--- src/rtl/viterbi_traceback_if.sv ---
// Decision-in / bit-out stream bundle of the Viterbi traceback stage.
// The slave modport is the traceback block; the master modport is its environment.
interface viterbi_traceback_if;
   logic        dec_valid;
   logic        dec_ready;
   logic [63:0] dec_in;
   logic [5:0]  start_state;
   logic [5:0]  tb_state;
   logic        tb_active;
   logic        bit_valid;
   logic        bit_ready;
   logic        bit_out;
   logic        bit_last;
   logic        busy;

   modport slave (
      input  dec_valid, dec_in, start_state, bit_ready,
      output dec_ready, tb_state, tb_active, bit_valid, bit_out, bit_last, busy
   );

   modport master (
      output dec_valid, dec_in, start_state, bit_ready,
      input  dec_ready, tb_state, tb_active, bit_valid, bit_out, bit_last, busy
   );
endinterface

--- src/rtl/viterbi_traceback.sv ---
// Survivor memory and traceback for the 64-state (K=7) Viterbi decoder: buffers one
// frame of decision vectors, traces it backwards, then streams the bits out in forward order.
module viterbi_traceback #(
   parameter int DEPTH = 32,
   parameter int AW    = 5
) (
   input  logic               clk,
   input  logic               rst_n,
   viterbi_traceback_if.slave bus
);
   typedef enum logic [1:0] {FILL, TRACE, EMIT} state_t;

   localparam logic [AW-1:0] LAST = AW'(DEPTH - 1);

   state_t           r_state;
   state_t           w_next;
   logic [63:0]      r_mem [DEPTH];
   logic [DEPTH-1:0] r_obuf;
   logic [AW-1:0]    r_wcnt;
   logic [AW-1:0]    r_k;
   logic [AW-1:0]    r_r;
   logic [5:0]       r_s;
   logic             r_dec_ready;
   logic             w_dec_fire;
   logic             w_bit_fire;
   logic             w_dec_bit;
   logic             w_tb_active;
   logic             w_busy;
   logic             w_bit_valid;
   logic             w_bit_out;
   logic             w_bit_last;

   assign w_dec_fire = bus.dec_valid && r_dec_ready;
   assign w_bit_fire = (r_state == EMIT) && bus.bit_ready;
   // Survivor decision of the current state: the predecessor's LSB.
   assign w_dec_bit  = r_mem[r_k][r_s];

   always_ff @(posedge clk or negedge rst_n) begin
      if (!rst_n) r_state <= FILL;
      else        r_state <= w_next;
   end

   // NOTE: every output of this block gets a default first, so no latch is inferred.
   always_comb begin
      w_next      = r_state;
      w_tb_active = 1'b0;
      w_busy      = 1'b0;
      w_bit_valid = 1'b0;
      w_bit_out   = 1'b0;
      w_bit_last  = 1'b0;
      unique case (r_state)
         FILL:  if (w_dec_fire && (r_wcnt == LAST)) w_next = TRACE;
         TRACE: begin
            w_tb_active = 1'b1;
            w_busy      = 1'b1;
            if (r_k == '0) w_next = EMIT;
         end
         EMIT: begin
            w_busy      = 1'b1;
            w_bit_valid = 1'b1;
            w_bit_out   = r_obuf[r_r];
            w_bit_last  = (r_r == LAST);
            if (w_bit_fire && (r_r == LAST)) w_next = FILL;
         end
         default: w_next = FILL;
      endcase
   end

   always_ff @(posedge clk or negedge rst_n) begin
      if (!rst_n) begin
         r_wcnt      <= '0;
         r_k         <= '0;
         r_r         <= '0;
         r_s         <= '0;
         r_dec_ready <= 1'b0;
      end else begin
         // Registered so it stays low in reset and rises the cycle after FILL is re-entered.
         r_dec_ready <= (w_next == FILL);
         unique case (r_state)
            FILL: begin
               if (w_dec_fire) begin
                  if (r_wcnt == LAST) begin
                     r_wcnt <= '0;
                     r_k    <= LAST;
                     r_s    <= bus.start_state;
                  end else begin
                     r_wcnt <= r_wcnt + AW'(1);
                  end
               end
            end
            TRACE: begin
               r_s <= {r_s[4:0], w_dec_bit};
               r_k <= r_k - AW'(1);
            end
            EMIT: if (w_bit_fire) r_r <= (r_r == LAST) ? '0 : r_r + AW'(1);
            default: ;
         endcase
      end
   end

   // NOTE: pure data storage, always written before it is read in a frame, so it has no reset.
   always_ff @(posedge clk) begin
      if (w_dec_fire)         r_mem[r_wcnt] <= bus.dec_in;
      if (r_state == TRACE)   r_obuf[r_k]   <= r_s[5];
   end

   assign bus.dec_ready = r_dec_ready;
   assign bus.tb_state  = w_tb_active ? r_s : '0;
   assign bus.tb_active = w_tb_active;
   assign bus.busy      = w_busy;
   assign bus.bit_valid = w_bit_valid;
   assign bus.bit_out   = w_bit_out;
   assign bus.bit_last  = w_bit_last;
endmodule

--- src/flat_wrapper.sv ---
// flat-port wrapper written by rule: the top's interface ports become plain ports
module viterbi_traceback_flat 
#(
   parameter int DEPTH = 32,
   parameter int AW    = 5
)
  (clk, rst_n, bus_dec_valid, bus_dec_in, bus_start_state, bus_bit_ready, bus_dec_ready, bus_tb_state, bus_tb_active, bus_bit_valid, bus_bit_out, bus_bit_last, bus_busy);
  viterbi_traceback_if bus_i ();
  input  logic clk;
  input  logic rst_n;
  input wire logic [$bits(bus_i.dec_valid)-1:0] bus_dec_valid;
  input wire logic [$bits(bus_i.dec_in)-1:0] bus_dec_in;
  input wire logic [$bits(bus_i.start_state)-1:0] bus_start_state;
  input wire logic [$bits(bus_i.bit_ready)-1:0] bus_bit_ready;
  output wire logic [$bits(bus_i.dec_ready)-1:0] bus_dec_ready;
  output wire logic [$bits(bus_i.tb_state)-1:0] bus_tb_state;
  output wire logic [$bits(bus_i.tb_active)-1:0] bus_tb_active;
  output wire logic [$bits(bus_i.bit_valid)-1:0] bus_bit_valid;
  output wire logic [$bits(bus_i.bit_out)-1:0] bus_bit_out;
  output wire logic [$bits(bus_i.bit_last)-1:0] bus_bit_last;
  output wire logic [$bits(bus_i.busy)-1:0] bus_busy;
  assign bus_i.dec_valid = bus_dec_valid;
  assign bus_i.dec_in = bus_dec_in;
  assign bus_i.start_state = bus_start_state;
  assign bus_i.bit_ready = bus_bit_ready;
  assign bus_dec_ready = bus_i.dec_ready;
  assign bus_tb_state = bus_i.tb_state;
  assign bus_tb_active = bus_i.tb_active;
  assign bus_bit_valid = bus_i.bit_valid;
  assign bus_bit_out = bus_i.bit_out;
  assign bus_bit_last = bus_i.bit_last;
  assign bus_busy = bus_i.busy;
  viterbi_traceback #(.DEPTH(DEPTH), .AW(AW)) u_core (.clk(clk), .rst_n(rst_n), .bus(bus_i));
endmodule
--- config.mk ---
export PLATFORM = sky130hd
export DESIGN_NAME = viterbi_traceback_flat
export DESIGN_NICKNAME = d
export VERILOG_FILES = /design/src/rtl/viterbi_traceback_if.sv /design/src/rtl/viterbi_traceback.sv /design/src/flat_wrapper.sv
export SDC_FILE = /design/constraint.sdc
export NUM_CORES = 2
export LEC_CHECK = 0
export CORE_AREA = 2 2 479 481
export CTS_CLUSTER_DIAMETER = 200
export DETAILED_ROUTE_END_ITERATION = 10
export DIE_AREA = 0 0 481 483
export HOLD_SLACK_MARGIN = 0.03
export PLACE_DENSITY = 0.58
export SETUP_SLACK_MARGIN = 0.05
export SYNTH_ARGS = -nofsm -noshare
export SYNTH_HDL_FRONTEND = slang
export SYNTH_SLANG_ARGS = --single-unit
--- constraint.sdc ---
create_clock -name clk -period 6.25 [get_ports clk]
set_clock_uncertainty 0.05 [all_clocks]
set_input_delay 0.9375 -clock clk [delete_from_list [all_inputs] [get_ports clk]]
set_output_delay 0.9375 -clock clk [all_outputs]
set_load 0.01 [all_outputs]
# Yosys cells after proc, flatten, opt, wreduce, memory -nomap -nowiden
# Memory sizes are Yosys's and may differ from the RTL's.
# Index checks and enable logic that the tools add are counted.
word_totals:
  reg_bits: 56
  latchBits: 0
  mem_bits_rw: 2048
  rom_bits: 0
  input_bits: 74
  elab_cells: 61
  mem_count: 1
mem_list:
  columns: ["memory", "words", "word_bits", "read_ports", "rd_ports_with_merged_regs", "wr", "line", "rtl"]
  rows:
  - ["u_core.r_mem", 32, 64, 1, 0, 1, "viterbi_traceback.sv:17", "logic [63:0] r_mem [DEPTH];"]
classes:
  n_addsub: 3
  mul: 0
  div_mod_pow: 0
  n_lt_le_gt_ge: 4
  n_eq_ne: 6
  n_shift: 0
  mux: 27
  bitwise: 0
  n_reduce_logical: 13
op_table:
  columns: ["op", "count"]
  rows:
  - ["32-bit bitwise mux", 1]
  - ["5-bit two-way mux", 4]
  - ["6-bit two-way mux", 3]
  - ["5-bit by 6-bit less-than comparator with 1-bit output (second input constant)", 2]
  - ["6-bit one-hot mux with 2 select lines", 1]
  - ["5-bit by 1-bit adder with 5-bit output (second input constant)", 2]
  - ["5-bit == test (second input constant)", 2]
  - ["1-bit two-way mux", 10]
  - ["5-bit one-hot mux with 2 select lines", 1]
  - ["6-bit by 7-bit less-than comparator with 1-bit output (second input constant)", 1]
  - ["1-bit binary-select mux with 6-bit select", 1]
  - ["2-bit two-way mux", 3]
  - ["2-bit one-hot mux with 3 select lines", 1]
  - ["1-bit binary-select mux with 5-bit select", 1]
  - ["1-bit demux with 5-bit select", 1]
  - ["5-bit by 1-bit greater-or-equal comparator with 1-bit output (second input constant)", 1]
  - ["1-bit logical AND", 5]
  - ["5-bit logical NOT", 1]
  - ["5-bit by 1-bit subtractor with 5-bit output (second input constant)", 1]
  - ["2-bit logical NOT", 2]
  - ["2-bit by 1-bit inequality test with 1-bit output (second input constant)", 2]
  - ["2-bit AND reduction", 2]
  - ["3-bit AND reduction", 1]
  - ["2-bit by 1-bit == test with 1-bit output (second input constant)", 1]
  - ["3 further kinds", 3]

# Logic depth before layout (Yosys ltp)
depth:
  word_depth: 6
  mapped_depth: 15
  depth_no_buf: 9

# Worst setup path before layout
# OpenSTA, ideal clock, no wires.
synth_path:
  path_type: "input to register"
  startpoint: "input port bus_dec_valid"
  endpoint: "memory u_core.r_mem[30][0], enable pin"
  setup_time_ns: 0.487
  arrival_time_ns: 4.176
  required_ns: 5.713
  slack_ns: 1.537
  stages: 4
  n_path_buf: 1
  path_cell_list: "and2_1 > clkbuf_1 > nand2_1 > nor2_1"
synth_via:
  elab_chain_cells: 3
synth_lines:
  columns: ["element", "line", "rtl"]
  rows:
  - ["start, declared", "flat_wrapper.sv:11", "input wire logic [$bits(bus_i.dec_valid)-1:0] bus_dec_valid;"]
  - ["1-bit logical AND", "viterbi_traceback.sv:33", "assign w_dec_fire = bus.dec_valid && r_dec_ready;"]
  - ["1-bit two-way mux", "viterbi_traceback.sv:103", "if (w_dec_fire) r_mem[r_wcnt] <= bus.dec_in;"]
  - ["1-bit two-way mux (implied by the code)", "viterbi_traceback.sv:103", null]
  - ["end, declared", "viterbi_traceback.sv:17", null]
# No other way between the ends.

# Worst setup path in the final report
layout_path:
  startpoint: "register u_core.r_k[2]"
  endpoint: "register u_core.r_s[0]"
layout_via:
  elab_chain_cells: 4
layout_lines:
  columns: ["element", "line", "rtl"]
  rows:
  - ["start, declared", "viterbi_traceback.sv:20", "logic [AW-1:0] r_k;"]
  - ["start signal, assigned", "viterbi_traceback.sv:93", "r_k <= r_k - AW'(1);"]
  - ["memory read 32 x 64 bit", null, null]
  - ["1-bit binary-select mux with 6-bit select", "viterbi_traceback.sv:36", "assign w_dec_bit = r_mem[r_k][r_s];"]
  - ["1-bit two-way mux (implied by the code)", "viterbi_traceback.sv:36", null]
  - ["6-bit one-hot mux with 2 select lines", "viterbi_traceback.sv:79", "unique case (r_state)"]
  - ["end signal, assigned", "viterbi_traceback.sv:85", "r_s <= bus.start_state;"]
  - ["end signal, assigned", "viterbi_traceback.sv:92", "r_s <= {r_s[4:0], w_dec_bit};"]
  - ["end, declared", "viterbi_traceback.sv:22", "logic [5:0] r_s;"]
# No other way between the ends. The select of a mux whose other input is x is not followed.
# A chain may end at the register's enable or synchronous reset.

==> impl_metrics.py <==
metrics = {
    "pwr": {
        "leakage_uw": 0.0318,
        "finalPower_uw": 31900,
        "powerDensity_mw_per_mm2": 343,
        "peakVddDrop_mv": 0.273,
    },
    "global_routing": {
        "grt_pass1_wl_mm": 340,
        "gr-total-overflow": 0,
        "grt_usage": 0.208,
        "grt_max_degree": 81,
        "grt_pass1_vias": 41500,
        "antenna_found_initial": 13,
    },
    "die": {
        "fp.dieW_um": 481,
        "dieArea_mm2": 0.232,
        "die_y_um": 483,
        "start_util": 0.359,
        "core_mm2": 0.227,
        "rows": 175,
        "io_pins": 86,
    },
    "place": {
        "dpl.hpwl_mm": 143,
        "routabilityCongestion": 0.849,
        "port_buffers": 85,
    },
    "clock_tree": {
        "htreeDepth": 4,
        "cts_setup_buffers": 0,
        "numCtsBuffers": 205,
        "cts_tree": "yes",
        "clkTransAtPathRegs_ps": 70,
        "cts_resized": 0,
        "ctsHoldBuffers": 0,
        "cts_root_buf": "clkbuf_16",
        "clock_latency_ps": 870,
        "cts_buffer_depth": 3,
        "clock-sinks": 2104,
    },
    "critical_path": {
        "path_max_fanout": 51,
        "worst-path-buf-inv": 1,
        "crit_type": "reg2reg",
        "rr_worst_depth": 10,
        "r2r-start": "u_core.r_k[2]$_DFFE_PN0P_",
        "slowest_stage": "or4b_2",
        "max_stage_delay_ps": 1210,
        "crit_chain": "or4b_2, buf_4, o22ai_1, nor3_1, and4_1, a31o_2, a22oi_1, a31oi_1, o32ai_1, o31a_1",
        "cp-start-kind": "flop",
        "reg2reg_to": "u_core.r_s[0]$_DFFE_PN0P_",
        "cp_top_family": "compound AO/OA/AOI/OAI gates",
        "end_kind": "flop",
        "path_depth": 10,
        "crit_required_ps": 6980,
        "r2r_setup_slack_ps": 1370,
        "critPathArrivalTime_ps": 5610,
    },
    "finish": {
        "multi_input_area_mm2": 0.0171,
        "fin_nets": 4234,
        "area_growth_pct": 14.2,
        "fillers": 20000,
        "regArea_mm2": 0.0631,
        "drive_above_1_share": 0.199,
    },
    "synth": {
        "ys_ff_latch": 2104,
        "synthArstFlopShare": 0.0114,
        "ys_seq_area_frac": 0.774,
        "yosys_warnings": 0,
        "netlist_instances": 3908,
        "synth-edff-count": 2080,
        "syn_avg_cell_area_um2": 20.8,
        "yosysUniqueCellTypes": 78,
        "synth_nets": 3998,
        "synth_area_mm2": 0.0815,
        "synth_ff_type": "edfxtp_1",
    },
    "drt": {
        "antenna_left": 0,
        "drt_iter0_drc": 5961,
        "wire_per_inst_um": 33.7,
        "drtPass1Iterations": 7,
        "vias": 42600,
        "wl_mm": 246,
        "vias_per_cell": 5.81,
        "post-route-drc-count": 0,
    },
    "timing": {
        "min_period_ps": 4880,
        "relSlewSlack": 0.0555,
        "final-max-slew-violation-count": 0,
        "max_freq_ghz": 0.205,
        "tightest_slew_ps": 1410,
        "hold_viol": 0,
        "setup_tns_ps": 0,
        "finalSetupViolations": 0,
        "grt_setup_unrepaired": "no",
        "post-route-period-util": 0.781,
    },
    "worst_hold_path": {
        "hold_path_class": "in2async",
    },
    "flow_run": {
        "cap_violations": 0,
    },
    "run_status": {
        "status": "finished clean",
    },
}
synthesized netlist by cell type (all sizes together), types with 14 or more instances:
master,n,area [um^2]
mux2i,418,4180
clkbuf,56,210
a221oi,20,188
ha,16,200
dfrtp,24,601
nor3,56,280
a21oi,26,130
nor2,118,445
nand2,54,203
nor4,15,93.8
o211ai,18,135
o22ai,146,920
a22oi,106,796
buf,168,1330
nand4,25,156
a22o,20,175
mux4,327,7380
edfxtp,2080,62500
nand3,27,135
o2111ai,15,131
o21ai,24,120
mux2,14,158
cell type report:
type / count / share of cell area
inverters: 11 / 0.000444
repair buffers: 253 / 0.0271
clock inverters: 117 / 0.0123
well taps: 3009 / 0.0405
multi-input cells: 1569 / 0.184
clock buffers: 258 / 0.0578
flip-flops and latches: 2104 / 0.678
diodes: 2 / 0.0000538
flip-flops by register name (all words and copies together) (netlist names):
name / count
u_core.r_mem: 2048
u_core.r_obuf: 32
u_core.r_s: 6
u_core.r_k: 5
u_core.r_r: 5
u_core.r_wcnt: 5
u_core.r_state: 2
u_core.bus.dec_ready: 1
worst max path at each step:
| stage | startpoint | slack [ps] | endpoint |
|---|---|---|---|
| after floorplan | bus_dec_valid | 1540 | u_core.r_mem[30][0]$_DFFE_PP_ |
| after global placement | u_core.r_k[3]$_DFFE_PN0P_ | 1790 | u_core.r_s[0]$_DFFE_PN0P_ |
| after detailed placement | u_core.r_k[2]$_DFFE_PN0P_ | 1720 | u_core.r_s[0]$_DFFE_PN0P_ |
| after CTS | u_core.r_r[0]$_DFFE_PN0P_ | 1480 | bus_bit_out |
| after global routing | u_core.r_r[0]$_DFFE_PN0P_ | 1430 | bus_bit_out |
| final | u_core.r_k[2]$_DFFE_PN0P_ | 1370 | u_core.r_s[0]$_DFFE_PN0P_ |
layer usage:
metal | track usage | wire length [um]
met5 | 0 | 45
met4 | 0.0645 | 7710
met3 | 0.0445 | 22600
met2 | 0.321 | 114000
met1 | 0.296 | 102000
cell usage in the layout, fill, tap and decap left out, types with 5 or more instances in the layout:
cell type	instances
nand2b_1	7
mux4_2	324
o211ai_1	18
o21ai_0	20
mux2_2	14
nand3_1	27
inv_1	10
clkdlybuf4s50_1	82
nor2_1	84
buf_4	134
o221ai_1	6
clkinv_16	8
nor2b_1	6
dfrtp_1	18
a31oi_1	13
or4_1	5
clkinv_1	48
edfxtp_1	2080
a22o_1	20
bufinv_16	13
clkinv_2	32
a22oi_1	106
a21oi_1	26
clkbuf_1	49
and2_1	8
buf_12	34
nor3_1	56
nor2_4	34
mux2i_1	418
a211oi_1	7
a221oi_1	18
nand4_1	25
clkinvlp_4	5
o2111ai_1	15
nor4_1	15
clkbuf_16	206
o31ai_1	5
nand2_1	54
ha_1	16
o22ai_1	145
power by group:
part           switching, uW  internal (uW)
Combinational           2170            939
Clock                   5410           6670
Sequential               224          16500
cells by family after synthesis:
| kind of cell | share of synthesized area |
|---|---|
| flops | 0.774 |
| mux | 0.144 |
| compound gates | 0.0368 |
| simple gates | 0.0233 |
| buf+inv | 0.0194 |
| fa+ha+maj | 0.00246 |
| xor+xnor | 0.000108 |
metrics by stage:
stage	setup WS [ps]	cell area, um^2	instances	hold slack [ps]	utilization
4_1_cts	1480	93100	7321	387	0.410
2_1_floorplan	1540	81500	3908	476	-
5_1_grt	1430	93100	7322	442	0.410
3_3_place_gp	1790	86500	6946	502	0.382
3_5_place_dp	1720	86500	6946	529	0.382
6_report	1370	93100	7323	433	0.410
Note: power is estimated with default switching activity, not from simulation.
